===== src/rtl/fetch_unit_if.sv =====
// Instruction-memory read channel between the fetch stage and instruction memory.
// The fetch stage is the master; memory (or a bench model) is the slave.
interface fetch_unit_if;
   localparam int unsigned ADDR_W = 32;
   localparam int unsigned DATA_W = 32;

   logic              imem_req;
   logic [ADDR_W-1:0] imem_addr;
   logic              imem_ack;
   logic [DATA_W-1:0] imem_rdata;

   modport master (output imem_req, output imem_addr, input imem_ack, input imem_rdata);
   modport slave  (input imem_req, input imem_addr, output imem_ack, output imem_rdata);
endinterface


===== src/rtl/fetch_unit.sv =====
// Fetch stage: owns the fetch PC, reads instruction memory over req/ack and holds
// one instruction (Instr, PC, PCPlus8) until the core consumes it.
module fetch_unit #(
   parameter logic [31:0] RESET_PC = 32'h0000_0000
) (
   input  logic                clk,
   input  logic                reset,
   fetch_unit_if.master        imem,
   input  logic                stall,
   input  logic                PCSrc,
   input  logic [31:0]         branch_target,
   output logic [31:0]         Instr,
   output logic                instr_valid,
   output logic [31:0]         PC,
   output logic [31:0]         PCPlus8
);
   localparam int unsigned XLEN = 32;

   typedef enum logic [1:0] {BOOT, REQ, FULL} state_t;

   state_t            state_q, state_d;
   logic [XLEN-1:0]   fetch_pc_q, fetch_pc_d;
   logic [XLEN-1:0]   instr_d, pc_d, pc8_d;
   logic              valid_d;
   logic              req_q, req_d;
   logic              consume_c;

   assign consume_c      = instr_valid & ~stall;
   // Request and address come straight from flops; fetch_pc only moves outside REQ.
   assign imem.imem_req  = req_q;
   assign imem.imem_addr = fetch_pc_q;

   always_ff @(posedge clk or posedge reset) begin
      if (reset) begin
         state_q     <= BOOT;
         fetch_pc_q  <= RESET_PC;
         req_q       <= 1'b0;
         Instr       <= '0;
         instr_valid <= 1'b0;
         PC          <= RESET_PC;
         PCPlus8     <= RESET_PC + XLEN'(8);
      end else begin
         state_q     <= state_d;
         fetch_pc_q  <= fetch_pc_d;
         req_q       <= req_d;
         Instr       <= instr_d;
         instr_valid <= valid_d;
         PC          <= pc_d;
         PCPlus8     <= pc8_d;
      end
   end

   always_comb begin
      state_d    = state_q;
      fetch_pc_d = fetch_pc_q;
      instr_d    = Instr;
      pc_d       = PC;
      pc8_d      = PCPlus8;
      valid_d    = instr_valid;
      case (state_q)
         BOOT: state_d = REQ;
         REQ: begin
            if (imem.imem_ack) begin
               instr_d    = imem.imem_rdata;
               pc_d       = fetch_pc_q;
               pc8_d      = fetch_pc_q + XLEN'(8);
               fetch_pc_d = fetch_pc_q + XLEN'(4);
               valid_d    = 1'b1;
               state_d    = FULL;
            end
         end
         FULL: begin
            // fetch_pc already holds PC+4; only a taken redirect overrides it
            if (consume_c) begin
               valid_d = 1'b0;
               state_d = REQ;
               if (PCSrc) fetch_pc_d = branch_target & ~XLEN'(3);
            end
         end
         default: state_d = BOOT;
      endcase
      req_d = (state_d == REQ);
   end
endmodule


===== src/flat_wrapper.sv =====
// flat-port wrapper written by rule: the top's interface ports become plain ports
module fetch_unit_flat 
#(
   parameter logic [31:0] RESET_PC = 32'h0000_0000
)
  (clk, reset, stall, PCSrc, branch_target, Instr, instr_valid, PC, PCPlus8, imem_imem_req, imem_imem_addr, imem_imem_ack, imem_imem_rdata);
  fetch_unit_if imem_i ();
  input  logic clk;
  input  logic reset;
  input  logic stall;
  input  logic PCSrc;
  input  logic [31:0] branch_target;
  output logic [31:0] Instr;
  output logic instr_valid;
  output logic [31:0] PC;
  output logic [31:0] PCPlus8;
  output wire logic [$bits(imem_i.imem_req)-1:0] imem_imem_req;
  output wire logic [$bits(imem_i.imem_addr)-1:0] imem_imem_addr;
  input wire logic [$bits(imem_i.imem_ack)-1:0] imem_imem_ack;
  input wire logic [$bits(imem_i.imem_rdata)-1:0] imem_imem_rdata;
  assign imem_imem_req = imem_i.imem_req;
  assign imem_imem_addr = imem_i.imem_addr;
  assign imem_i.imem_ack = imem_imem_ack;
  assign imem_i.imem_rdata = imem_imem_rdata;
  fetch_unit #(.RESET_PC(RESET_PC)) u_core (.clk(clk), .reset(reset), .imem(imem_i), .stall(stall), .PCSrc(PCSrc), .branch_target(branch_target), .Instr(Instr), .instr_valid(instr_valid), .PC(PC), .PCPlus8(PCPlus8));
endmodule

===== config.mk =====
export PLATFORM = sky130hd
export DESIGN_NAME = fetch_unit_flat
export DESIGN_NICKNAME = d
export VERILOG_FILES = /design/src/rtl/fetch_unit_if.sv /design/src/rtl/fetch_unit.sv /design/src/flat_wrapper.sv
export SDC_FILE = /design/constraint.sdc
export NUM_CORES = 1
export LEC_CHECK = 0
export CORE_ASPECT_RATIO = 0.7
export CORE_MARGIN = 1
export CORE_UTILIZATION = 42
export CTS_CLUSTER_SIZE = 28
export DETAILED_ROUTE_END_ITERATION = 16
export PLACE_DENSITY = 0.78
export REMOVE_ABC_BUFFERS = 1
export SLEW_MARGIN = 20
export SYNTH_ARGS = -nofsm -noshare
export SYNTH_HDL_FRONTEND = slang
export SYNTH_SLANG_ARGS = --single-unit

===== constraint.sdc =====
create_clock -name clk -period 3.73 [get_ports clk]
set_clock_uncertainty 0.2 [all_clocks]
set_input_delay 0.373 -clock clk [delete_from_list [all_inputs] [get_ports clk]]
set_output_delay 0.373 -clock clk [all_outputs]
set_load 0.01 [all_outputs]

## Yosys cells after proc, flatten, opt, wreduce, memory -nomap -nowiden

Index checks and enable logic that the tools add are counted.

- Logic and storage cells: 32
- Bits in registers: 132
- Bits of input ports: 69

- $add $sub $neg: 2
- Bitwise operators: 2
- Equality and inequality tests: 6
- Reduce and logical (&&, ||, !) cells: 5
- Mux-type cells: 10

Operator list:

| cell | number |
|---|---|
| $mux 32 | 3 |
| $pmux 32 s2 | 1 |
| $add 32x3->32 const B | 1 |
| $add 32x4->32 const B | 1 |
| $pmux 2 s3 | 1 |
| $eq 2x1->1 const B | 2 |
| $mux 2 | 2 |
| $ne 2x2->1 const B | 2 |
| $reduce_and 4->1 | 1 |
| $reduce_and 3->1 | 1 |
| $eq 2x2->1 const B | 1 |
| $logic_not 2->1 | 1 |
| $mux 1 | 2 |
| $ne 2x1->1 const B | 1 |
| $pmux 1 s2 | 1 |
| $reduce_and 2->1 | 1 |
| $reduce_bool 2->1 | 1 |
| $and 1x1->1 | 1 |
| $not 1->1 | 1 |

## Depth between registers and ports, before layout

Gate-level depths: netlist (run 1).

- Depth after elaboration: 5
- Mapped depth: 7
- Depth with buffers taken out: 6

## Worst setup path before layout (run 1)

OpenSTA, ideal clock, no wires.

- Path type: reg2reg
- Start: register u_core.fetch_pc_q[4], in the netlist u_core.imem.imem_addr[4]
- End: register u_core.fetch_pc_q[19], in the netlist u_core.imem.imem_addr[19]
- Setup slack: 1.572 ns
- Arrival time: 1.809 ns
- Required time: 3.381 ns
- Cell stages (with the launch flop): 7
- Path buffers: 0
- Library setup time: 0.149 ns
- Period minus slack after synthesis: 2.158 ns
- Path through: dfrtp_1 -> ha_1 -> nand3_1 -> nor4_4 -> a31oi_1 -> o21ai_0 -> o311ai_0

- Cells in the longest elaborated chain, start to end: 3

Ends and longest elaborated chain:

| item | RTL line | source |
|---|---|---|
| from (decl) | fetch_unit.sv:22 | `logic [XLEN-1:0] fetch_pc_q, fetch_pc_d;` |
| from (signal assigned) | fetch_unit.sv:44 | `fetch_pc_q <= fetch_pc_d;` |
| $add 32x3->32 | fetch_unit.sv:67 | `fetch_pc_d = fetch_pc_q + XLEN'(4);` |
| $mux 32 | fetch_unit.sv:63 | `if (imem.imem_ack) begin` |
| $pmux 32 s2 | fetch_unit.sv:60 | `case (state_q)` |

Every way passes these cells. The select of a mux whose other input is x is not followed.
A chain may end at the register's enable or synchronous reset.

## Final worst setup path (run 1)

- Start: register u_core.fetch_pc_q[4], in the netlist u_core.imem.imem_addr[4]
- End: register u_core.fetch_pc_q[23], in the netlist u_core.imem.imem_addr[23]

The elaborated chain is that of the path after synthesis.

==> flow_summary.toml, run 1 <==
[run_status]
status = "complete, no violations"

[route]
top_layer = "met4"
vias = 5466
route.met2.wl_um = 7398
wire_per_inst_um = 16.41
drt_iter0_drc = 453
drtPass1Iterations = 7
wl_met1_um = 7934
drc_errors = 0
via_per_inst = 5.211
postRouteAntennaNets = 0
wl_met3_um = 1784
drt-total-wl_um = 17210

[sta]
finalCritPeriodShare_pct = 74.40
final.min_clock_period_ns = 2.775
final_max_slew_viol_count = 0
setup_viol = 0
finalHoldViolCount = 0
rsz0062_at_grt = "false"
fmax_ghz = 0.3603
slew_headroom_pct = 43.89
tns_ns = 0
worst_pin_slew_ns = 0.8416

[synth]
ys_seq_area_share_pct = 52.77
synth_edf_count = 0
ys_ff_latch = 125
ys.warnings.count = 0
synth_async_sr_flop_share_pct = 100.0
post-synth-top-area-fraction_pct = 52.33
syn_inst = 680
synth_top_cell_by_area = "dfrtp_1"
ys_types = 49
synth_area_per_cell_um2 = 8.720
synth_flop_cell = "dfrtp_1"
synth_most_common_cell = "nand2_1"
syn_area_um2 = 5929
synth_area_leaders = "dfrtp_1 (52%), nand2_1 (15%), o21ai_0 (4.2%)"
synthTopCellsByCount = "nand2_1 (241), dfrtp_1 (124), o21ai_0 (50)"

[clock_tree]
clockRootBuffer = "clkbuf_16"
cts_buffer_depth = 2
clock_latency_ns = 0.41
cts_tree = "yes"
cts_setup_buffers = 0
clk_pin_slew_ns = 0.06
numCtsBuffers = 17
hold_buffers = 0
ctsHtreeMaxLevel = 4
clkSinkCount = 125
ctsResizeCount = 0

[worst_setup_path]
timing_worst_setup_path_type = "reg2reg"
arrival_ns = 2.89
cp.required_ns = 3.84
worstSetupStartpointType = "register"
cp_max_fo = 10
crit_path_end_kind = "register"

[layout]
layout.nets = 922
drive_gt1_share_pct = 6.829
final_cells = 1049
final_util_pct = 63.48
multi_input_area_um2 = 2552
diodes = 0
regArea_um2 = 3129
fillerInstances = 1163
area_growth_pct = 43.93

[power_and_ir_drop]
total_power_w = 0.007470
powerDensity_nw_per_um2 = 875.2
p_leak_nw = 3.749
ir_worst_vdd_mv = 0.4422

[hold_path]
hold_class = "in2async"

[grt]
grt_pass1_wl_um = 27380
grt_max_degree = 64
grt_usage_pct = 24.54
grt_antenna_before_repair = 0
grt_overflow = 0
grt_pass1_vias = 5117

[floorplanning]
fp-row-count = 35
initial_utilization_pct = 44.10
core_um2 = 13440
die_h_um = 101.4
die_w_um = 144.0
dieArea_um2 = 14600
io_pins = 199

[placement]
hpwl_um = 11690
gp_congestion = 0.8230
dp_cells = 1017
portBuffers = 190

[run]
maxCapViolations = 0
per-layer routing:
layer / GRT usage (%) / vias up
met4: 4.910 / 0
met2: 36.31 / 222
met3: 8.511 / 11
li1: - / 2624
met1: 34.82 / 2609
met5: 0 / -
worst paths after layout:
| check | slack [ns] | from | cells after the start | endpoint |
|---|---|---|---|---|
| worst max-delay path | 0.95 | u_core.imem.imem_addr[4] | 6 | u_core.imem.imem_addr[23] |
| max in group asynchronous | 2.32 | reset | 3 | u_core.PCPlus8[3] |
| worst max register to register | 0.95 | u_core.imem.imem_addr[4] | 6 | u_core.imem.imem_addr[23] |
| min in group clk | 0.27 | u_core.Instr[21] | 2 | u_core.Instr[21] |
| worst min-delay path | 0.20 | reset | 2 | u_core.Instr[14] |
| worst min register to register | 0.27 | u_core.Instr[21] | 2 | u_core.Instr[21] |
critical path, stage by stage, from the launching register on:
cell and delay [ns]:
dfrtp_1 0.54, ha_1 0.35, nand4_1 0.36, nor4_4 0.62, nand4_1 0.20, mux2i_1 0.17
nor3_1 0.22
cells in the final DEF (no fill, tap or decap), types with 2 or more instances in the layout:
master / synthesis / final
clkbuf_16: 0 / 17
o21ai_1: 2 / 2
bufinv_16: 0 / 2
clkdlybuf4s50_1: 0 / 190
or3_1: 4 / 4
clkinvlp_4: 0 / 2
ha_1: 2 / 2
a211oi_1: 3 / 3
nor3_1: 12 / 12
clkbuf_8: 0 / 4
a31o_2: 3 / 3
a21oi_1: 29 / 29
nor2b_1: 3 / 2
conb_1: 1 / 6
buf_4: 7 / 10
nor4_4: 3 / 3
o211ai_1: 4 / 4
nand2_1: 241 / 241
and3_1: 6 / 6
mux2i_1: 4 / 4
nor4_1: 3 / 3
o311ai_0: 5 / 5
o21ai_0: 50 / 50
clkinv_2: 0 / 4
nor2_1: 18 / 18
nand4_1: 11 / 11
dfrtp_1: 124 / 124
a31oi_1: 5 / 5
inv_1: 6 / 5
xor2_1: 15 / 15
o22ai_1: 7 / 7
a311oi_1: 4 / 4
nand3_1: 30 / 30
xnor2_1: 12 / 12
nand2b_1: 3 / 3
clkinv_4: 0 / 2
cell type report:
type / instances / area share, %
clock buffers: 22 / 5.674
clock inverters: 10 / 1.319
inverters: 6 / 0.3225
multi-input cells: 500 / 29.91
flip-flops and latches: 125 / 36.67
well taps: 185 / 2.712
repair buffers: 201 / 23.40
through the flow:
stage / worst slack [ns] / area, µm² / hold slack, ns
6_report: 0.9548 / 8534 / 0.1990
3_3_place_gp: 1.093 / 7938 / 0.2571
3_5_place_dp: 1.037 / 7938 / 0.2616
5_1_grt: 0.8153 / 8534 / 0.2775
2_1_floorplan: -0.1689 / 5700 / 0.2720
4_1_cts: 0.9940 / 8534 / 0.2339
logic make-up (layout without fill, tap and decap cells):
logic type,after synthesis,after routing,share of synthesized area (%)
AND/OR/NAND/NOR,343,343,25.83
flip-flops,125,125,52.77
AO/OA/AOI/OAI,118,118,11.69
buffers and inverters,60,239,4.558
XOR/XNOR,27,27,3.988
multiplexers,4,4,0.6753
adder cells (fa/ha/maj),2,2,0.4220
other,1,6,0.06324
sequential cells by signal, indices dropped and copies added, names as in the netlist:
signal and count:
u_core.imem.imem_addr 30, u_core.PCPlus8 30, u_core.state_q 2, u_core.imem.imem_req 1, u_core.Instr 32, u_core.PC 29
u_core.instr_valid 1
power breakdown:
| group | switching, W | leakage, nW | internal [W] |
|---|---|---|---|
| clock network | 0.000600 | 0.292 | 0.00105 |
| registers | 0.000613 | 1.52 | 0.00198 |
| logic | 0.00160 | 1.93 | 0.00163 |
(Power assumes the default switching activity.)
==> run 2: changes to the inputs <==
Settings changed: CORE_UTILIZATION 42 to 46, PLACE_DENSITY 0.78 to 0.82.
Clock period 3.73 ns to 2.9 ns, I/O delays scaled along.
==> flow_summary.toml, run 2 (synthesis results as in run 1) <==
[layout]
multi_input_area_um2 = 2559
final_util_pct = 69.61
diodes = 0
regMostFlops = "u_core.Instr"
area_growth_pct = 46.82
layout.nets = 941
final_common_cell = "nand2_1"
mostFrequentLayoutCells = "nand2_1 (241), clkdlybuf4s50_1 (190), dfrtp_1 (124), o21ai_0 (50), nand3_1 (30)"
largest_register_ffs = 32
drive_gt1_share_pct = 8.834
regArea_um2 = 3129
fillerInstances = 1001

[run]
maxCapViolations = 0

[power_and_ir_drop]
powerDensity_nw_per_um2 = 1141
total_power_w = 0.009937
ir_worst_vdd_mv = 0.6326
p_leak_nw = 3.860

[sta]
rsz0062_at_grt = "false"
setup_viol = 0
finalCritPeriodShare_pct = 87.89
tns_ns = 0
slew_headroom_pct = 48.98
finalHoldViolCount = 0
final_max_slew_viol_count = 0
worst_pin_slew_ns = 0.7654
final.min_clock_period_ns = 2.549
fmax_ghz = 0.3923

[run_status]
status = "complete, no violations"

[clock_tree]
numCtsBuffers = 17
ctsResizeCount = 0
hold_buffers = 0
cts_buffer_depth = 2
clockRootBuffer = "clkbuf_16"
clock_latency_ns = 0.41
ctsHtreeMaxLevel = 4
clk_pin_slew_ns = 0.06
cts_tree = "yes"
cts_setup_buffers = 0
clkSinkCount = 125

[route]
drtPass1Iterations = 5
drc_errors = 0
drt-total-wl_um = 16910
vias = 5509
postRouteAntennaNets = 0
drt_iter0_drc = 427
via_per_inst = 5.272
wire_per_inst_um = 16.18

[floorplanning]
dieArea_um2 = 13360
core_um2 = 12510
die_h_um = 96.99
io_pins = 199
fp-row-count = 34
initial_utilization_pct = 47.41
die_w_um = 137.7

[worst_setup_path]
timing.rr.end = "u_core.imem.imem_addr[19]"
reg2reg_depth = 7
cp_max_fo = 8
crit_path_end_kind = "register"
cp_cell_sequence = "ha_1 > nand3_1 > nor4_4 > buf_4 > a31oi_1 > o21ai_0 > o311ai_0"
path_delay_family = "simple AND/OR/NAND/NOR gates"
timing_worst_setup_path_type = "reg2reg"
arrival_ns = 2.60
crit_slowest_cell = "dfrtp_1"
crit_buf_inv = 1
r2r-start = "u_core.imem.imem_addr[3]"
cpPeakStageDelay_ns = 0.51
crit_cells = 7
cp.required_ns = 2.95
reg2reg_slack_ns = 0.35
worstSetupStartpointType = "register"

[placement]
gp_congestion = 0.8169
portBuffers = 190
hpwl_um = 11780

[grt]
grt_usage_pct = 26.52
grt_pass1_wl_um = 27180
grt_pass1_vias = 5271
grt_antenna_before_repair = 0
grt_overflow = 0
grt_max_degree = 50

[hold_path]
hold_class = "in2async"
-- run 2: layout make-up --
class / count / area share (%)
Multi-Input combinational cell: 500 / 29.39
Clock inverter: 13 / 2.472
Tap cell: 162 / 2.328
Sequential cell: 125 / 35.94
Inverter: 6 / 0.3162
Clock buffer: 19 / 4.973
Timing Repair Buffer: 220 / 24.58
-- run 2: how the worst max path moves through the flow --
stage	startpoint	to	slack (ns)
finish	u_core.imem.imem_addr[3]	u_core.imem.imem_addr[19]	0.35
global route	u_core.imem.imem_addr[3]	u_core.imem.imem_addr[19]	0.19
CTS	u_core.imem.imem_addr[3]	u_core.imem.imem_addr[19]	0.34
detailed placement	u_core.imem.imem_addr[3]	u_core.PCPlus8[23]	0.37
global placement	u_core.imem.imem_addr[3]	u_core.imem.imem_addr[19]	0.45
floorplan	u_core.state_q[1]	u_core.imem.imem_addr[19]	-0.95
-- run 2: layer usage --
metal  part of all wire, %  up-vias  GRT usage, %
met5                     0        -             0
met1                    43     2622         34.76
met2                    46      211         41.36
li1                      -     2659             -
met3                   9.9       17         9.801
met4                  0.89        0         6.689
-- run 2: worst register-to-register path, delay by kind of cell, from the launching register on --
family	cells	cell delay, ns
compound gates	3	0.38
fa+ha+maj	1	0.30
buf+inv	1	0.23
flops	1	0.51
simple gates	2	0.77
-- run 2: power breakdown --
part / total (W) / switching (W) / internal, W
sequential: 0.00321 / 0.000668 / 0.00254
clock: 0.00233 / 0.000796 / 0.00153
combinational: 0.00440 / 0.00220 / 0.00220
-- run 2: through the flow --
stage	std cells	hold slack (ns)	area (µm²)	setup slack, ns
2_1_floorplan	631	0.1890	5700	-0.9503
4_1_cts	1045	0.1110	8706	0.3399
6_report	1045	0.09992	8706	0.3512
3_3_place_gp	1013	0.2566	8058	0.4504
3_5_place_dp	1013	0.2610	8058	0.3729
5_1_grt	1045	0.1279	8706	0.1867
==> run 3: changes to the inputs <==
Settings changed: CELL_PAD_IN_SITES_DETAIL_PLACEMENT set to 1, CELL_PAD_IN_SITES_GLOBAL_PLACEMENT set to 2, CORE_UTILIZATION 46 to 26, PLACE_DENSITY 0.82 to unset, PLACE_DENSITY_LB_ADDON set to 0.08.
==> flow_summary.toml, run 3 (synthesis results as in run 1) <==
[sta]
whs_ns = 0.1024
final.min_clock_period_ns = 2.439
finalHoldViolCount = 0
worst_pin_slew_ns = 0.7069
final_max_slew_viol_count = 0
tns_ns = 0
slew_headroom_pct = 52.52
setup_viol = 0
setup_slack_ns = 0.4610
fmax_ghz = 0.4100
rsz0062_at_grt = "false"
finalCritPeriodShare_pct = 84.10

[route]
route.met2.wl_um = 9468
via_per_inst = 4.616
vias = 5498
wl_met3_um = 842
postRouteAntennaNets = 0
drtPass1Iterations = 4
drc_errors = 0
wire_per_inst_um = 17.16
drt_iter0_drc = 223
drt-total-wl_um = 20440
top_layer = "met4"
wl_met1_um = 9906

[layout]
mostFrequentLayoutCells = "nand2_1 (241), clkdlybuf4s50_1 (190), dfrtp_1 (124), o21ai_0 (50)"
layout.nets = 944
regMostFlops = "u_core.Instr"
largest_register_ffs = 32
drive_gt1_share_pct = 9.255
final_common_cell = "nand2_1"
diodes = 0
regArea_um2 = 3129
multi_input_area_um2 = 2559
area_growth_pct = 50.98
fillerInstances = 2533
final_area_um2 = 8952

[placement]
dp_slack_ns = 0.4097
hpwl_um = 14550
gp_congestion = 0.7655
dpl_cell_area_um2 = 8284
portBuffers = 190

[floorplanning]
die_h_um = 128.4
dieArea_um2 = 23420
core_um2 = 22010
die_w_um = 182.5
initial_utilization_pct = 26.93
fp-row-count = 45
io_pins = 199

[worst_setup_path]
cp.required_ns = 2.97
cp_cell_sequence = "nand4_1 > nor4_1 > a211oi_1 > a31oi_1 > o211ai_1"
cp_max_fo = 11
arrival_ns = 2.51
crit_path_end_kind = "register"
worstSetupStartpointType = "register"
timing_worst_setup_path_type = "reg2reg"
path_delay_family = "simple AND/OR/NAND/NOR gates"
cpPeakStageDelay_ns = 0.65
crit_slowest_cell = "nor4_1"
crit_buf_inv = 0

[clock_tree]
cts_setup_buffers = 0
clk_pin_slew_ns = 0.06
ctsResizeCount = 0
ctsHtreeMaxLevel = 4
cts_tree = "yes"
numCtsBuffers = 17
hold_buffers = 0
cts_buffer_depth = 2
clockRootBuffer = "clkbuf_16"
clkSinkCount = 125
clock_latency_ns = 0.42

[run]
maxCapViolations = 0

[grt]
grt_overflow = 0
grt_pass1_wl_um = 32780
grt_antenna_before_repair = 0
grt_usage_pct = 18.24
grt_max_degree = 87
grt_pass1_vias = 5878

[run_status]
status = "complete, no violations"

[power_and_ir_drop]
p_leak_nw = 3.899
ir_worst_vdd_mv = 0.6338
powerDensity_nw_per_um2 = 1135

[hold_path]
hold_class = "in2async"
## run 3: cell types whose count changed in the layout (fill, tap and decap cells not counted)
cell,change
buf_12,+2
buf_4,+1
clkbuf_1,-1
clkbuf_8,+4
clkinv_2,+1
clkinv_4,-4
clkinvlp_4,+1
inv_6,-1
## run 3: per-stage QoR
| step | std cells | util, % | total power, W |
|---|---|---|---|
| floorplan | 631 | - | 0.005195 |
| global placement | 1159 | 37.63 | 0.007682 |
| detailed placement | 1159 | 37.63 | 0.007839 |
| CTS | 1191 | 40.67 | 0.01034 |
| global route | 1191 | 40.67 | 0.01092 |
| finish | 1191 | 40.67 | 0.01016 |
## run 3: worst register-to-register path: stages (launching register included)
cell and delay, ns:
dfrtp_1 0.57, nand4_1 0.46, nor4_1 0.65, a211oi_1 0.15, a31oi_1 0.17, o211ai_1 0.10
## run 3: path summary, 6_finish.rpt
kind,start,to,slack (ns),depth (start not counted)
max,u_core.imem.imem_addr[16],u_core.imem.imem_addr[26],0.46,5
min,reset,u_core.Instr[17],0.10,2
max reg2reg,u_core.imem.imem_addr[16],u_core.imem.imem_addr[26],0.46,5
min reg2reg,u_core.Instr[31],u_core.Instr[31],0.27,2
max in group asynchronous,reset,u_core.PCPlus8[3],1.71,3
min in group clk,imem_imem_rdata[10],u_core.Instr[10],0.20,3
## run 3: final cells by class
type,count,area share [%]
timing repair buffer,223,24.43
tap,305,4.263
inverter,6,0.3075
multi-input combinational,500,28.58
clock buffer,22,5.409
sequential,125,34.95
clock inverter,10,2.055
## run 3: per-layer routing
metal	vias up	global-route usage [%]
li1	2664	-
met1	2697	25.20
met2	121	28.20
met3	16	4.104
met4	0	6.228
met5	-	0
## run 3: report_power, final
part	internal, W	switching, W	total, W
registers	0.00254	0.000710	0.00325
logic	0.00222	0.00226	0.00448
clock network	0.00162	0.000812	0.00243
total	0.00638	0.00378	0.0102
